### config.mk
export PLATFORM = sky130hd
export DESIGN_NAME = midi_note_tx_flat
export DESIGN_NICKNAME = d
export VERILOG_FILES = /design/src/rtl/midi_note_tx_pkg.sv /design/src/rtl/midi_note_tx_if.sv /design/src/rtl/midi_uart_tx.sv /design/src/rtl/midi_note_tx.sv /design/src/flat_wrapper.sv
export SDC_FILE = /design/constraint.sdc
export NUM_CORES = 1
export LEC_CHECK = 0
export BUFFER_PORTS_ARGS = -buffer_cell sky130_fd_sc_hd__buf_2
export CAP_MARGIN = 40
export CORE_MARGIN = 2
export CORE_UTILIZATION = 30
export CTS_CLUSTER_DIAMETER = 200
export DETAILED_ROUTE_END_ITERATION = 10
export PLACE_DENSITY = 0.49
export SYNTH_ARGS = -nofsm -noshare
export SYNTH_HDL_FRONTEND = slang
export SYNTH_SLANG_ARGS = --single-unit
### constraint.sdc
create_clock -name clk_i -period 5.04 [get_ports clk_i]
set_clock_uncertainty 0.2 [all_clocks]
set_input_delay 0.252 -clock clk_i [delete_from_list [all_inputs] [get_ports clk_i]]
set_output_delay 0.252 -clock clk_i [all_outputs]
set_load 0.02 [all_outputs]
### src/rtl/midi_note_tx_pkg.sv
// Shared MIDI note-path definitions (transmit side and receive-side parser).
// Holds payload widths, note command nibbles, the default bit period, the
// message FSM state type, the latched note payload and a status-byte helper.
package midi_note_tx_pkg;

    localparam int unsigned MIDI_PAYLOAD_BITS = 8;
    localparam int unsigned MIDI_CH_BITS      = 3;
    localparam int unsigned MIDI_DATA_BITS    = 7;
    localparam int unsigned MIDI_CLKS_PER_BIT = 384;   // 12 MHz / 31250 baud
    localparam int unsigned MIDI_FRAME_BITS   = 10;    // start + 8 data + stop

    localparam logic [3:0] MIDI_CMD_NOTE_ON  = 4'b1001;
    localparam logic [3:0] MIDI_CMD_NOTE_OFF = 4'b1000;

    typedef enum logic [1:0] {
        ST_IDLE,
        ST_STATUS,
        ST_NOTE,
        ST_VEL
    } tx_state_e;

    // Data bytes held for the duration of one message
    typedef struct packed {
        logic [MIDI_DATA_BITS-1:0] note;
        logic [MIDI_DATA_BITS-1:0] vel;
    } note_payload_t;

    function automatic logic [MIDI_PAYLOAD_BITS-1:0] midi_status_byte(
        input logic [3:0]              cmd,
        input logic [MIDI_CH_BITS-1:0] ch
    );
        return {cmd, 1'b0, ch};
    endfunction

endpackage

### src/rtl/midi_note_tx_if.sv
// Note request bus between voice/sequencer logic (master) and midi_note_tx
// (slave).
//   ch_i, note_i, vel_i           : message fields, sampled on an accepted strobe
//   noteOnStrb_i, noteOffStrb_i   : 1-cycle send requests
//   busy_o                        : message in progress, strobes dropped
//   byteDone_o                    : 1-cycle pulse at the end of each stop bit
interface midi_note_tx_if;
    import midi_note_tx_pkg::*;

    logic [MIDI_CH_BITS-1:0]      ch_i;
    logic [MIDI_PAYLOAD_BITS-1:0] note_i;
    logic [MIDI_DATA_BITS-1:0]    vel_i;
    logic                         noteOnStrb_i;
    logic                         noteOffStrb_i;
    logic                         busy_o;
    logic                         byteDone_o;

    modport master (
        output ch_i, note_i, vel_i, noteOnStrb_i, noteOffStrb_i,
        input  busy_o, byteDone_o
    );

    modport slave (
        input  ch_i, note_i, vel_i, noteOnStrb_i, noteOffStrb_i,
        output busy_o, byteDone_o
    );

endinterface

### src/rtl/midi_uart_tx.sv
// MIDI UART byte serializer: 8N1, LSB first, idle high.
//   clk_i, nrst_i : clock, asynchronous active-low reset
//   data, valid   : byte to send; taken when valid && ready_c
//   ready_c       : idle, or in the last cycle of a stop bit (back-to-back load)
//   tx            : serial output (registered)
//   done          : 1-cycle pulse during the last cycle of each stop bit
module midi_uart_tx
    import midi_note_tx_pkg::*;
#(
    parameter int unsigned CLKS_PER_BIT = MIDI_CLKS_PER_BIT
) (
    input  logic                         clk_i,
    input  logic                         nrst_i,
    input  logic [MIDI_PAYLOAD_BITS-1:0] data,
    input  logic                         valid,
    output logic                         ready_c,
    output logic                         tx,
    output logic                         done
);

    localparam int unsigned CNT_W = (CLKS_PER_BIT > 1) ? $clog2(CLKS_PER_BIT) : 1;
    localparam logic [CNT_W-1:0] CNT_LAST = CNT_W'(CLKS_PER_BIT - 1);
    localparam logic [CNT_W-1:0] CNT_PRE  = CNT_W'(CLKS_PER_BIT - 2);
    localparam logic [3:0]       BIT_STOP = 4'(MIDI_FRAME_BITS - 1);
    localparam logic [3:0]       BIT_D7   = 4'd8;

    logic                         active_q;
    logic [CNT_W-1:0]             baud_cnt_q;
    logic [3:0]                   bit_idx_q;
    logic [MIDI_PAYLOAD_BITS-1:0] data_q;
    logic                         tx_q;
    logic                         done_q;
    logic                         last_c;

    // Final cycle of the stop bit: frame ends, next byte may start now
    assign last_c  = active_q && (bit_idx_q == BIT_STOP) && (baud_cnt_q == CNT_LAST);
    assign ready_c = !active_q || last_c;
    assign tx      = tx_q;
    assign done    = done_q;

    // Baud counter, bit index and serial output
    always_ff @(posedge clk_i or negedge nrst_i) begin
        if (!nrst_i) begin
            active_q   <= 1'b0;
            baud_cnt_q <= '0;
            bit_idx_q  <= '0;
            data_q     <= '0;
            tx_q       <= 1'b1;
            done_q     <= 1'b0;
        end else begin
            // Registered one cycle early so the pulse lands on the stop bit's last cycle
            done_q <= active_q && (bit_idx_q == BIT_STOP) && (baud_cnt_q == CNT_PRE);
            if (valid && ready_c) begin
                active_q   <= 1'b1;
                baud_cnt_q <= '0;
                bit_idx_q  <= '0;
                data_q     <= data;
                tx_q       <= 1'b0;
            end else if (active_q) begin
                if (baud_cnt_q == CNT_LAST) begin
                    baud_cnt_q <= '0;
                    if (bit_idx_q == BIT_STOP) begin
                        active_q  <= 1'b0;
                        bit_idx_q <= '0;
                        tx_q      <= 1'b1;
                    end else begin
                        bit_idx_q <= bit_idx_q + 4'd1;
                        // Index n is leaving; bit n+1 is d(n) until d7, then stop
                        tx_q      <= (bit_idx_q < BIT_D7) ? data_q[bit_idx_q[2:0]] : 1'b1;
                    end
                end else begin
                    baud_cnt_q <= baud_cnt_q + CNT_W'(1);
                end
            end
        end
    end

endmodule

### src/rtl/midi_note_tx.sv
// MIDI note transmitter: turns note-on/off strobes into 3-byte channel voice
// messages (status, note, velocity) and serializes them via midi_uart_tx.
//   clk_i, nrst_i : clock, asynchronous active-low reset
//   note_bus      : midi_note_tx_if.slave (fields, strobes, busy_o, byteDone_o)
//   tx_o          : MIDI OUT serial line
// Build option MIDI_RUNNING_STATUS_EN: remember the last status byte and skip
// it when the next message repeats it (2-byte message).
module midi_note_tx
    import midi_note_tx_pkg::*;
#(
    parameter int unsigned CLKS_PER_BIT = MIDI_CLKS_PER_BIT
) (
    input  logic           clk_i,
    input  logic           nrst_i,
    midi_note_tx_if.slave  note_bus,
    output logic           tx_o
);

    tx_state_e                    state_q;
    tx_state_e                    state_d;
    note_payload_t                payload_q;
    logic                         busy_q;
    logic                         accept_c;
    logic                         strobe_c;
    logic                         skip_status_c;
    logic [MIDI_PAYLOAD_BITS-1:0] status_c;
    logic [MIDI_PAYLOAD_BITS-1:0] uart_data_c;
    logic                         uart_valid_c;
    logic                         uart_ready_c;
    logic                         byte_done;
    logic                         unused_note_msb;

    // Note Off has priority when both strobes arrive together
    assign strobe_c = note_bus.noteOnStrb_i || note_bus.noteOffStrb_i;
    assign status_c = midi_status_byte(
        note_bus.noteOffStrb_i ? MIDI_CMD_NOTE_OFF : MIDI_CMD_NOTE_ON, note_bus.ch_i);
    assign unused_note_msb = note_bus.note_i[MIDI_PAYLOAD_BITS-1];

`ifdef MIDI_RUNNING_STATUS_EN
    logic [MIDI_PAYLOAD_BITS-1:0] last_status_q;

    // Last status byte put on the wire; 0x00 never matches a real status
    always_ff @(posedge clk_i or negedge nrst_i) begin
        if (!nrst_i) begin
            last_status_q <= '0;
        end else if (accept_c) begin
            last_status_q <= status_c;
        end
    end

    assign skip_status_c = (status_c == last_status_q);
`else
    assign skip_status_c = 1'b0;
`endif

    // Message FSM state register
    always_ff @(posedge clk_i or negedge nrst_i) begin
        if (!nrst_i) begin
            state_q <= ST_IDLE;
        end else begin
            state_q <= state_d;
        end
    end

    // Next state and byte handoff; each state advances on its byte's last stop cycle
    always_comb begin
        state_d      = state_q;
        accept_c     = 1'b0;
        uart_valid_c = 1'b0;
        uart_data_c  = '0;
        case (state_q)
            ST_IDLE: begin
                if (strobe_c) begin
                    accept_c     = 1'b1;
                    uart_valid_c = 1'b1;
                    if (skip_status_c) begin
                        state_d     = ST_NOTE;
                        uart_data_c = {1'b0, note_bus.note_i[MIDI_DATA_BITS-1:0]};
                    end else begin
                        state_d     = ST_STATUS;
                        uart_data_c = status_c;
                    end
                end
            end
            ST_STATUS: begin
                if (uart_ready_c) begin
                    state_d      = ST_NOTE;
                    uart_valid_c = 1'b1;
                    uart_data_c  = {1'b0, payload_q.note};
                end
            end
            ST_NOTE: begin
                if (uart_ready_c) begin
                    state_d      = ST_VEL;
                    uart_valid_c = 1'b1;
                    uart_data_c  = {1'b0, payload_q.vel};
                end
            end
            ST_VEL: begin
                if (uart_ready_c) begin
                    state_d = ST_IDLE;
                end
            end
            default: begin
                state_d = ST_IDLE;
            end
        endcase
    end

    // Payload latch and busy flag
    always_ff @(posedge clk_i or negedge nrst_i) begin
        if (!nrst_i) begin
            payload_q <= '0;
            busy_q    <= 1'b0;
        end else begin
            busy_q <= (state_d != ST_IDLE);
            if (accept_c) begin
                payload_q.note <= note_bus.note_i[MIDI_DATA_BITS-1:0];
                payload_q.vel  <= note_bus.vel_i;
            end
        end
    end

    assign note_bus.busy_o     = busy_q;
    assign note_bus.byteDone_o = byte_done;

    midi_uart_tx #(
        .CLKS_PER_BIT (CLKS_PER_BIT)
    ) u_uart (
        .clk_i   (clk_i),
        .nrst_i  (nrst_i),
        .data    (uart_data_c),
        .valid   (uart_valid_c),
        .ready_c (uart_ready_c),
        .tx      (tx_o),
        .done    (byte_done)
    );

endmodule

### src/flat_wrapper.sv
// flat-port wrapper written by rule: the top's interface ports become plain ports
module midi_note_tx_flat import midi_note_tx_pkg::*;
#(
    parameter int unsigned CLKS_PER_BIT = MIDI_CLKS_PER_BIT
)
  (clk_i, nrst_i, tx_o, note_bus_ch_i, note_bus_note_i, note_bus_vel_i, note_bus_noteOnStrb_i, note_bus_noteOffStrb_i, note_bus_busy_o, note_bus_byteDone_o);
  midi_note_tx_if note_bus_i ();
  input  logic clk_i;
  input  logic nrst_i;
  output logic tx_o;
  input wire logic [$bits(note_bus_i.ch_i)-1:0] note_bus_ch_i;
  input wire logic [$bits(note_bus_i.note_i)-1:0] note_bus_note_i;
  input wire logic [$bits(note_bus_i.vel_i)-1:0] note_bus_vel_i;
  input wire logic [$bits(note_bus_i.noteOnStrb_i)-1:0] note_bus_noteOnStrb_i;
  input wire logic [$bits(note_bus_i.noteOffStrb_i)-1:0] note_bus_noteOffStrb_i;
  output wire logic [$bits(note_bus_i.busy_o)-1:0] note_bus_busy_o;
  output wire logic [$bits(note_bus_i.byteDone_o)-1:0] note_bus_byteDone_o;
  assign note_bus_i.ch_i = note_bus_ch_i;
  assign note_bus_i.note_i = note_bus_note_i;
  assign note_bus_i.vel_i = note_bus_vel_i;
  assign note_bus_i.noteOnStrb_i = note_bus_noteOnStrb_i;
  assign note_bus_i.noteOffStrb_i = note_bus_noteOffStrb_i;
  assign note_bus_busy_o = note_bus_i.busy_o;
  assign note_bus_byteDone_o = note_bus_i.byteDone_o;
  midi_note_tx #(.CLKS_PER_BIT(CLKS_PER_BIT)) u_core (.clk_i(clk_i), .nrst_i(nrst_i), .note_bus(note_bus_i), .tx_o(tx_o));
endmodule
-- Word-level counts from Yosys, hierarchy flattened
Cells that the tools add are included.
W data, S select, Z words.
- register bits: 41
- output and inout bits: 3
- $add $sub $neg: 2
- order comparisons: 2
- equality and inequality tests: 6
- muxes and demuxes: 32
- reduce and logical (&&, ||, !) cells: 13
- operator list (cell ; count):
    $mux W9 ; 3
    $pmux W8 S3 ; 1
    $eq A9 B9 Y1 const B ; 2
    $mux W4 ; 4
    $mux W1 ; 14
    $mux W7 ; 2
    $add A9 B1 Y9 const B ; 1
    $mux W2 ; 4
    $mux W8 ; 1
    $pmux W2 S4 ; 1
    $reduce_bool A2 Y1 ; 3
    $add A4 B1 Y4 const B ; 1
    $eq A2 B2 Y1 const B ; 2
    $eq A4 B4 Y1 const B ; 1
    $logic_and A1 B1 Y1 ; 4
    $lt A3 B4 Y1 const B ; 1
    $lt A4 B4 Y1 const B ; 1
    $bmux W1 S3 ; 1
    $eq A2 B1 Y1 const B ; 1
    $logic_not A2 Y1 ; 1
    $logic_or A1 B1 Y1 ; 2
    $pmux W1 S2 ; 1
    $reduce_and A2 Y1 ; 1
    $reduce_or A2 Y1 ; 1
    $logic_not A1 Y1 ; 1

-- Longest topological paths before layout
Gate-level depths: netlist of run 1.
- depth in word-level cells: 9
- mapped depth: 8

-- Cells and area by module
From an unflattened synthesis of run 1, not the netlist that was laid out.
- cell total of the unflattened synthesis: 226
- area total of the unflattened synthesis: 2296.0 sq um
- modules (own cells, without submodules) (module ; instances ; cells an instance ; area an instance (sq um) ; seq. area each (sq um)):
    midi_uart_tx ; 1 ; 115 ; 1321.3 ; 601.8
    midi_note_tx ; 1 ; 111 ; 974.7 ; 425.4

-- Least setup slack after synthesis of run 1
Ideal clock, no wire load.
- path kind: reg-to-reg
- start point: register u_core.state_q[0]
- end point: register u_core.u_uart.bit_idx_q[3]
- setup time: 90 ps
- data arrival time: 1782 ps
- slack: 2968 ps
- cell stages (with the launch flop): 8
- path buffers: 0
- clock period less this slack: 2072 ps
- cells stage by stage: dfrtp_1 -> inv_1 -> ha_1 -> o21ai_2 -> a211oi_4 -> a21oi_2 -> or3_4 -> o31ai_4
- longest elaborated chain between the ends: 6
- ends and longest elaborated chain (what ; RTL line ; source):
    start, declared ; midi_note_tx.sv:19 ; tx_state_e state_q;
    start signal, assigned ; midi_note_tx.sv:61 ; state_q <= state_d;
    $eq A2 B1 Y1 or $eq A2 B2 Y1 (tied branches) ; midi_note_tx.sv:71 ; case (state_q)
    $reduce_or A2 Y1 (no line) ; n/a ;
    $pmux W1 S2 (*) ; midi_note_tx.sv:71 ;
    $logic_and A1 B1 Y1 (*) ; midi_uart_tx.sv:53 ; if (valid && ready_c) begin
    $reduce_bool A2 Y1 (no line) ; n/a ;
    $reduce_and A2 Y1 (no line) ; n/a ;
    end signal, assigned ; midi_uart_tx.sv:67 ; bit_idx_q <= bit_idx_q + 4'd1;
    end, declared ; midi_uart_tx.sv:29 ; logic [3:0] bit_idx_q;
Every way passes the cells marked *; elsewhere a longest branch is shown, timed or not.
A chain may end at the register's enable or synchronous reset.

-- Final worst setup path of run 1
Same ends and word-level chain as after synthesis.

==> reports/metrics.cfg, run 1 <==
[routing]
drt.antenna.violating_nets = 0
drt_pass1_iterations = 4
routed_wl_um = 4520
drc = 0
vias = 1631
drt-initial-drc-count = 56
wl_per_cell_um = 12.8
viasPerCell = 4.63

[power]
swShare_pct = 23.5
clkPwrFrac_pct = 38.7
total_power_uw = 577
power.switching_uw = 136
vdd_drop_max_uv = 107
intPower_uw = 442
power.share.combinational_pct = 4.4
total_leakage_power_nw = 1.19
p_per_area_nw_per_um2 = 225
seqPwrFrac_pct = 56.9

[die]
fp.dieW_um = 87.8
core_area_um2 = 6790
initial_utilization_pct = 31.0
io_pins = 25
die-area_um2 = 7700
num_rows = 30
die_h_um = 87.8

[cts]
clock_path_buffers = 2
clk_latency_ns = 0.30
cts_sinks = 41
cts.clk_slew.worst_paths_ns = 0.09
postCtsSetupBuffers = 0
cts_inserted_buffers = 5
ctsRootBufferMaster = clkbuf_8
htree_num_levels = 2
cts_tree = built

[sta]
finalSetupViolCount = 0
fin_crit_ns = 2.42
slew_violations = 0
worst_slew_pin_slew_ns = 0.655
hold_viol = 0
finalCritPeriodShare_pct = 47.9
fin_hold_ws_ns = 0.0655
relSlewSlack_pct = 56.3
rsz0062_at_grt = false
setup_tns_ns = 0
worst_slack_ns = 2.62
max_freq_ghz = 0.414

[layout]
drive_above_1_share_pct = 18.4
layout.nets = 286
antenna_cells = 0
area_growth_pct = 22.1
fin_cells = 352

[placement]
dp.cells = 329
portBuffers = 23
place_ws_ns = 2.68
gp_congestion = 0.752
dp_hpwl_um = 3010

[yosys]
ys.flop_type = dfrtp_1
muxShareOfSynthArea_pct = 2.62
yosys.area.top_type_share_pct = 47.6
synth-edff-count = 0
synthSimpleGateAreaFrac_pct = 20.1
synth-adder-area-share_pct = 5.35
async_flop_share_pct = 100
synthCells = 217
synth_compound_area_share_pct = 18.2
synth_nets = 248
synthesis.area_um2 = 2100
yosysTopAreaCell = dfrtp_1
yosysSeqAreaShare_pct = 48.8
yosysWarnings = 0
ys_seq_elements = 41
yosysUniqueCellTypes = 49
syn_avg_cell_area_um2 = 9.70
synth_top_family_by_area = simple AND/OR/NAND/NOR gates
yosys-top-cells-area = dfrtp_1 (48%), nand2_1 (9.8%), ha_1 (5.4%), a21oi_1 (3.6%), nor2_1 (2.3%)
synthXorXnorAreaFrac_pct = 1.66

[run]
max_cap_violations = 0

[worst_hold_path]
hold_class = primary input to flop
hold_start = note_bus_ch_i[0]

[global_routing]
grt_pass1_wl_um = 7860
grt_usage_pct = 13.2
overflow = 0
grt_max_degree = 33
grt_pass1_vias = 1634
antenna_found_initial = 0

[status]
outcome = completed

[critical_path]
cp-startpoint = u_core.state_q[0]
worst_setup_path_end_kind = flop
crit-reg2reg-launch = u_core.state_q[0]
crit_path_start_kind = flop
crit_type = flop to flop
worstPathMaxFanout = 6
worstPathArrival_ns = 2.43
cp_data_required_time_ns = 5.05

[metrics by stage]
step | cell area, µm² | util, %
2_1_floorplan | 2100 | -
3_3_place_gp | 2290 | 33.8
3_5_place_dp | 2330 | 34.3
4_1_cts | 2570 | 37.8
5_1_grt | 2570 | 37.8
6_report | 2570 | 37.8
[cell type report]
class / count / area [µm²]
fill: 686 / 4230
sequential: 41 / 1030
multi-input combinational: 161 / 1010
timing repair buffer: 40 / 300
tap: 96 / 120
clock buffer: 5 / 68.8
inverter: 6 / 22.5
clock inverter: 3 / 21.3
[sequential cells by signal, indices dropped and copies added (netlist names)]
register,cells
u_core.u_uart.tx,1
u_core.u_uart.bit_idx_q,4
u_core.payload_q,14
u_core.u_uart.active_q,1
u_core.u_uart.done,1
u_core.u_uart.data_q,8
u_core.u_uart.baud_cnt_q,9
u_core.state_q,2
u_core.note_bus.busy_o,1
[final timing paths]
path | endpoint | slack (ns) | cells past startpoint
max | u_core.u_uart.bit_idx_q[3] | 2.62 | 7
min | u_core.u_uart.data_q[0] | 0.07 | 3
max reg2reg | u_core.u_uart.bit_idx_q[3] | 2.62 | 7
min reg2reg | u_core.u_uart.tx | 0.28 | 2
max in group asynchronous | u_core.u_uart.tx | 3.98 | 3
min in group asynchronous | u_core.u_uart.baud_cnt_q[3] | 0.15 | 2
[power groups by stage]
stage,logic [mW],registers (mW),clock network (mW)
2_1_floorplan,0.000131,0.335,0
3_3_place_gp,0.0152,0.335,0
3_5_place_dp,0.0170,0.335,0
4_1_cts,0.0258,0.329,0.231
5_1_grt,0.0284,0.329,0.244
6_report,0.0254,0.329,0.223
[layer usage]
layer,vias to the layer above,part of all wire (%),global-route usage [%]
met2,32,45,20.6
met4,0,1.4,4.62
met3,7,3.3,3.11
met1,756,50,17.9
met5,-,0,0
li1,836,-,-
[worst max-delay path, stage by stage (launching register included)]
cell	delay, ns
dfrtp_1	0.44
inv_1	0.14
ha_1	0.29
o21ai_2	0.18
a211oi_4	0.37
a21oi_2	0.11
or3_4	0.40
o31ai_4	0.17
[synthesized netlist by cell type (2+ instances only)]
master    number
inv_1          5
xor2_1         3
nor3_1         4
clkbuf_1       3
a21oi_2        2
mux4_2         2
a21oi_1       15
nor2_1        13
buf_1          2
and3_1         2
buf_4          3
a22oi_1        3
a31oi_1        2
a222oi_1       4
o21ai_0        8
nand3_1        5
nand2_1       55
a21o_1         3
ha_1           9
nor2b_1        3
nand4_1        3
o31ai_1        2
dfrtp_1       40
[what timing repair did]
item / in CTS / in global routing
hold buffers: 15 / 0
resized for setup: 0 / 0
endpoints found under the setup margin: 0 / 0
endpoints found under the hold margin: 54 / 0
[cells by family after synthesis]
| kind of cell | count (synthesis) |
|---|---|
| simple gates | 92 |
| compound gates | 53 |
| flops | 41 |
| buf+inv | 15 |
| fa+ha+maj | 9 |
| xor+xnor | 4 |
| mux | 3 |
[placed cells by master (no fill, tap or decap), types with 2 or more instances in the layout]
master          n
a21o_1          3
a21oi_1        15
a21oi_2         2
a222oi_1        4
a22oi_1         3
a31oi_1         2
and3_1          2
buf_2          23
clkbuf_8        5
dfrtp_1        40
dlygate4sd3_1  15
ha_1            9
inv_1           5
mux4_2          2
nand2_1        55
nand3_1         5
nand4_1         3
nor2_1         13
nor2b_1         3
nor3_1          4
o21ai_0         8
o31ai_1         2
xor2_1          3
Note: power is estimated with default switching activity, not from simulation.
==> inputs of run 2 (changes only) <==
--- a/config.mk
+++ b/config.mk
@@ -11,7 +11,7 @@
 export CORE_UTILIZATION = 30
 export CTS_CLUSTER_DIAMETER = 200
 export DETAILED_ROUTE_END_ITERATION = 10
-export PLACE_DENSITY = 0.49
+export PLACE_DENSITY = 0.5
 export SYNTH_ARGS = -nofsm -noshare
 export SYNTH_HDL_FRONTEND = slang
 export SYNTH_SLANG_ARGS = --single-unit
==> constraint.sdc (replaced) <==
create_clock -name clk_i -period 2.1 [get_ports clk_i]
set_clock_uncertainty 0.2 [all_clocks]
set_input_delay 0.105 -clock clk_i [delete_from_list [all_inputs] [get_ports clk_i]]
set_output_delay 0.105 -clock clk_i [all_outputs]
set_load 0.02 [all_outputs]
==> reports/metrics.cfg, run 2 (same netlist as run 1, synthesis figures left out) <==
[cts]
cts_tree = built
clk_latency_ns = 0.30  ; about the same
clock_path_buffers = 2  ; unchanged
postCtsSetupBuffers = 0  ; unchanged
cts.clk_slew.worst_paths_ns = 0.08  ; about the same
ctsRootBufferMaster = clkbuf_8
cts_inserted_buffers = 5  ; unchanged
cts_sinks = 41  ; unchanged
htree_num_levels = 2  ; unchanged

[routing]
drc = 0  ; unchanged
routed_wl_um = 4650  ; +2.8%
drt.antenna.violating_nets = 0  ; unchanged
viasPerCell = 4.58  ; -1.2%
wl_per_cell_um = 12.4  ; -3.5%
drt-initial-drc-count = 67  ; +20%
vias = 1716  ; +5.2%
drt_pass1_iterations = 4  ; unchanged

[layout]
seqCellArea_um2 = 1030  ; unchanged
postLayoutCoreUtil_pct = 40.6  ; +2.8 points
multiInputGateArea_um2 = 1020  ; +0.74%
reg_top3 = u_core.payload_q (14), u_core.u_uart.baud_cnt_q (9), u_core.u_uart.data_q (8)
layout_common_cells = nand2_1 (55), dfrtp_1 (40), buf_2 (23)
drive_above_1_share_pct = 25.1  ; +6.7 points
fillers = 673  ; -1.9%
antenna_cells = 0  ; unchanged
area_growth_pct = 31.2
layout.nets = 309  ; +8.0%
final_area_um2 = 2760  ; +7.5%
top_register = u_core.payload_q
final_common_cell = nand2_1
largest_register_ff_count = 14  ; unchanged

[power]
p_per_area_nw_per_um2 = 544  ; +140%
total_leakage_power_nw = 1.30  ; +9.9%
vdd_drop_max_uv = 349  ; +230%

[global_routing]
grt_pass1_vias = 1729  ; +5.8%
overflow = 0  ; unchanged
grt_usage_pct = 13.6  ; +0.37 points
grt_max_degree = 42  ; +27%
grt_pass1_wl_um = 8140  ; +3.5%
antenna_found_initial = 0  ; unchanged

[placement]
gp_congestion = 0.755  ; +0.47%
placed_area_um2 = 2460  ; +5.6%
portBuffers = 23  ; unchanged
dp_hpwl_um = 3170  ; +5.3%

[critical_path]
worstPathArrival_ns = 2.03  ; -0.40 ns
worst_setup_path_end_kind = flop
crit_path_start_kind = flop
cp_data_required_time_ns = 2.11  ; -2.94 ns
worstPathMaxFanout = 5  ; -1
crit_type = flop to flop

[sta]
finalCritPeriodShare_pct = 96.0  ; +48 points
worst_slew_pin_slew_ns = 0.522  ; -0.133 ns
rsz0062_at_grt = false
setup_tns_ns = 0  ; unchanged
slew_violations = 0  ; unchanged
hold_viol = 0  ; unchanged
finalSetupViolCount = 0  ; unchanged
relSlewSlack_pct = 65.2  ; +8.9 points
fin_crit_ns = 2.02  ; -0.399 ns
max_freq_ghz = 0.496  ; +20%

[die]
num_rows = 30  ; unchanged
io_pins = 25  ; unchanged
fp.dieW_um = 87.8  ; unchanged
die-area_um2 = 7700  ; unchanged
core_area_um2 = 6790  ; unchanged
die_h_um = 87.8  ; unchanged
initial_utilization_pct = 31.0  ; unchanged

[run]
max_cap_violations = 0  ; unchanged

[worst_hold_path]
hold_class = primary input to flop

[status]
outcome = completed

-- run 2: cell count changes in the layout (fill, tap and decap cells not counted), sizes merged --
cell | previous run | this run
dlygate4sd3 | 15 | 18
inv | 6 | 5
buf | 25 | 45
bufinv | 0 | 1
-- run 2: metrics by stage --
step / cells / hold slack [ns] / setup WS (ns) / power, mW
global route: 375 / 0.0376 / 0.00521 / 1.55
finish: 375 / 0.00791 / 0.0839 / 1.50
global placement: 349 / 0.0116 / 0.104 / 0.843
detailed placement: 349 / 0.00856 / 0.0863 / 0.843
floorplan: 217 / -0.391 / 0.0284 / 0.805
CTS: 375 / 0.00491 / 0.0481 / 1.52
-- run 2: layout make-up --
cell class	instances	area share (%)
Clock buffer	5	2.49
Clock inverter	3	1.68
Inverter	6	0.816
Multi-Input combinational cell	161	36.8
Sequential cell	41	37.2
Tap cell	96	4.35
Timing Repair Buffer	63	16.7
-- run 2: repair_timing --
| item | 4_1_cts | 5_1_grt |
|---|---|---|
| gates resized for setup | 0 | 3 |
| setup endpoints to repair | 0 | 6 |
| hold endpoints to repair | 57 | 0 |
| hold buffers | 18 | 0 |
-- run 2: worst max-delay path, cell delays in order (launching register included) --
cell and delay, ns:
dfrtp_1 0.42, inv_1 0.11, ha_1 0.33, inv_2 0.10
a211oi_4 0.07, buf_4 0.15, or3_4 0.39, o31ai_4 0.17
-- run 2: worst paths after layout --
check,start,endpoint,slack [ns],cells past startpoint
min,note_bus_noteOnStrb_i,u_core.u_uart.data_q[4],0.008,3
max,u_core.state_q[0],u_core.u_uart.bit_idx_q[3],0.08,7
min in group asynchronous,nrst_i,u_core.u_uart.baud_cnt_q[4],0.19,3
min reg2reg,u_core.u_uart.tx,u_core.u_uart.tx,0.27,2
max reg2reg,u_core.state_q[0],u_core.u_uart.bit_idx_q[3],0.08,7
max in group asynchronous,nrst_i,u_core.u_uart.tx,1.13,3
-- run 2: report_power, final --
group	leakage [nW]	internal [mW]	total, mW	switching [mW]
clock	0.0543	0.356	0.652	0.296
sequential	0.518	0.789	0.789	0
combinational	0.730	0.0361	0.0623	0.0262
-- run 2: per-layer routing --
layer	vias up	part of all wire, %	GRT usage, %
li1	873	-	-
met1	803	49	18.1
met2	34	46	21.5
met3	6	3.5	3.30
met4	0	1.3	4.76
met5	-	0	0
==> inputs of run 3 (changes only) <==
--- a/config.mk
+++ b/config.mk
@@ -11,7 +11,7 @@
 export CORE_UTILIZATION = 30
 export CTS_CLUSTER_DIAMETER = 200
 export DETAILED_ROUTE_END_ITERATION = 10
-export PLACE_DENSITY = 0.5
+export PLACE_DENSITY = 0.49
 export SYNTH_ARGS = -nofsm -noshare
 export SYNTH_HDL_FRONTEND = slang
 export SYNTH_SLANG_ARGS = --single-unit
==> constraint.sdc (replaced) <==
create_clock -name clk_i -period 2 [get_ports clk_i]
set_clock_uncertainty 0.2 [all_clocks]
set_input_delay 0.1 -clock clk_i [delete_from_list [all_inputs] [get_ports clk_i]]
set_output_delay 0.1 -clock clk_i [all_outputs]
set_load 0.02 [all_outputs]
==> reports/metrics.cfg, run 3 (same netlist as run 1, synthesis figures left out) <==
[sta]
fin_crit_ns = 1.90  ; -0.113 ns
finalSetupViolCount = 0  ; unchanged
relSlewSlack_pct = 64.1  ; -1.1 points
rsz0062_at_grt = true
hold_viol = 0  ; unchanged
finalCritPeriodShare_pct = 95.2  ; -0.83 points
max_freq_ghz = 0.525  ; +5.9%
worst_slew_pin_slew_ns = 0.538  ; +0.0161 ns
slew_violations = 0  ; unchanged

[status]
outcome = completed

[critical_path]
crit_chain = ha_2, and3_4, nand4_4, buf_4, a31o_2, a31oi_1, o21ai_0
crit_path_start_kind = flop
cp_data_required_time_ns = 1.97  ; -0.14 ns
slowest_delay_ns = 0.37  ; -0.05 ns
worstPathMaxFanout = 5  ; unchanged
worst_setup_path_end_kind = flop
crit_type = flop to flop
worstPathArrival_ns = 1.87  ; -0.16 ns
slowest_stage = dfrtp_1
rrSetupSlack_ns = 0.1  ; about the same
crit-reg2reg-launch = u_core.u_uart.baud_cnt_q[0]
r2r_cells = 7  ; unchanged
r2r_end = u_core.note_bus.busy_o

[layout]
top_register = u_core.payload_q
fin_cells = 385  ; +2.7%
reg_top3 = u_core.payload_q (14), u_core.u_uart.baud_cnt_q (9), u_core.u_uart.data_q (8)
seqCellArea_um2 = 1030  ; unchanged
final_common_cell = nand2_1
layout_common_cells = nand2_1 (55), dfrtp_1 (40), buf_4 (30)
layout.nets = 319  ; +3.2%
antenna_cells = 0  ; unchanged
drive_above_1_share_pct = 29.4  ; +4.3 points
largest_register_ff_count = 14  ; unchanged
fillers = 674  ; +0.15%
multiInputGateArea_um2 = 1020  ; +0.86%
postLayoutCoreUtil_pct = 42.1  ; +1.5 points
area_growth_pct = 36.0

[cts]
cts.clk_slew.worst_paths_ns = 0.08  ; about the same
clk_latency_ns = 0.29  ; about the same
htree_num_levels = 2  ; unchanged
cts_inserted_buffers = 5  ; unchanged
clock_path_buffers = 2  ; unchanged
postCtsSetupBuffers = 0  ; unchanged
cts_tree = built
ctsRootBufferMaster = clkbuf_8
cts_sinks = 41  ; unchanged

[worst_hold_path]
min_path_cells = 3  ; unchanged
hold_class = primary input to flop
hold_start = note_bus_noteOnStrb_i
worstHoldEndpoint = u_core.u_uart.data_q[4]

[die]
core_area_um2 = 6790  ; unchanged
num_rows = 30  ; unchanged
initial_utilization_pct = 31.0  ; unchanged
die_h_um = 87.8  ; unchanged
die-area_um2 = 7700  ; unchanged
fp.dieW_um = 87.8  ; unchanged
io_pins = 25  ; unchanged

[power]
vdd_drop_max_uv = 309  ; -12%
total_leakage_power_nw = 1.34  ; +3.3%
p_per_area_nw_per_um2 = 549  ; +0.92%
total_power_mw = 1.57  ; +4.6%

[routing]
wl_per_cell_um = 12.0  ; -2.7%
drc = 0  ; unchanged
drt_pass1_iterations = 6  ; +2
routed_wl_um = 4640  ; -0.15%
vias = 1783  ; +3.9%
drt.antenna.violating_nets = 0  ; unchanged
viasPerCell = 4.63  ; +1.2%
drt-initial-drc-count = 71  ; +6.0%

[global_routing]
overflow = 0  ; unchanged
grt_usage_pct = 13.7  ; +0.19 points
grt_max_degree = 42  ; unchanged
grt_pass1_wl_um = 8210  ; +0.93%
antenna_found_initial = 0  ; unchanged
grt_pass1_vias = 1772  ; +2.5%

[placement]
gp_congestion = 0.768  ; +1.6%
dp_hpwl_um = 3270  ; +3.3%
portBuffers = 23  ; unchanged
dp.cells = 359  ; +2.9%

[run]
max_cap_violations = 0  ; unchanged

run 3: cell types whose count changed in the layout (fill, tap and decap cells not counted), moves of 2 or more:
cell,change
ha_1,-3
a21oi_1,+2
ha_2,+3
buf_4,+8
a21oi_2,-2
run 3: layer usage:
metal | up-vias | global-route usage [%] | share of wire, %
met5 | - | 0 | 0
met3 | 2 | 3.02 | 4.0
met2 | 33 | 21.4 | 46
li1 | 903 | - | -
met1 | 845 | 19.2 | 49
met4 | 0 | 4.20 | 0.63
run 3: cell type report:
type / instances / share of cell area (%)
clock buffers: 5 / 2.40
clock inverters: 3 / 1.62
inverters: 6 / 0.787
multi-input cells: 161 / 35.8
flip-flops and latches: 41 / 35.9
well taps: 96 / 4.20
repair buffers: 73 / 19.3
run 3: how the worst max path moves through the flow:
stage | startpoint | to | slack, ns
floorplan | u_core.state_q[1] | u_core.u_uart.bit_idx_q[3] | -0.02
finish | u_core.u_uart.baud_cnt_q[0] | u_core.note_bus.busy_o | 0.1
global placement | u_core.u_uart.baud_cnt_q[0] | u_core.note_bus.busy_o | 0.05
CTS | u_core.u_uart.baud_cnt_q[0] | u_core.u_uart.data_q[4] | 0.02
detailed placement | u_core.u_uart.baud_cnt_q[1] | u_core.note_bus.busy_o | 0.03
global route | u_core.u_uart.baud_cnt_q[0] | u_core.u_uart.data_q[1] | -0.02
run 3: critical path: cells and delay by family (launching register included):
family	cells	cell delay (ns)
adder cells (fa/ha/maj)	1	0.18
flip-flops	1	0.37
AO/OA/AOI/OAI	3	0.49
buffers and inverters	1	0.18
AND/OR/NAND/NOR	2	0.35
run 3: where the power goes:
part / total [mW] / internal, mW / switching (mW) / leakage, nW
combinational: 0.0654 / 0.0379 / 0.0275 / 0.773
clock: 0.678 / 0.374 / 0.305 / 0.0543
sequential: 0.828 / 0.828 / 0 / 0.518
run 3: what timing repair did:
item                                   4_1_cts  5_1_grt
pin swaps                                    0        3
gates resized for setup                      1        9
endpoints found under the hold margin       57        0
hold buffers                                18        0
setup endpoints to repair                    1       15
run 3: through the flow:
stage          instance area (µm²)  setup TNS, ns  worst slack, ns  hold slack [ns]
2_1_floorplan                 2110        -0.0175          -0.0175           -0.396
3_3_place_gp                  2550              0           0.0518          0.00394
3_5_place_dp                  2550              0           0.0270          0.00545
4_1_cts                       2850              0           0.0174          0.00127
5_1_grt                       2860        -0.0242          -0.0233           0.0287
6_report                      2860              0           0.0964           0.0184
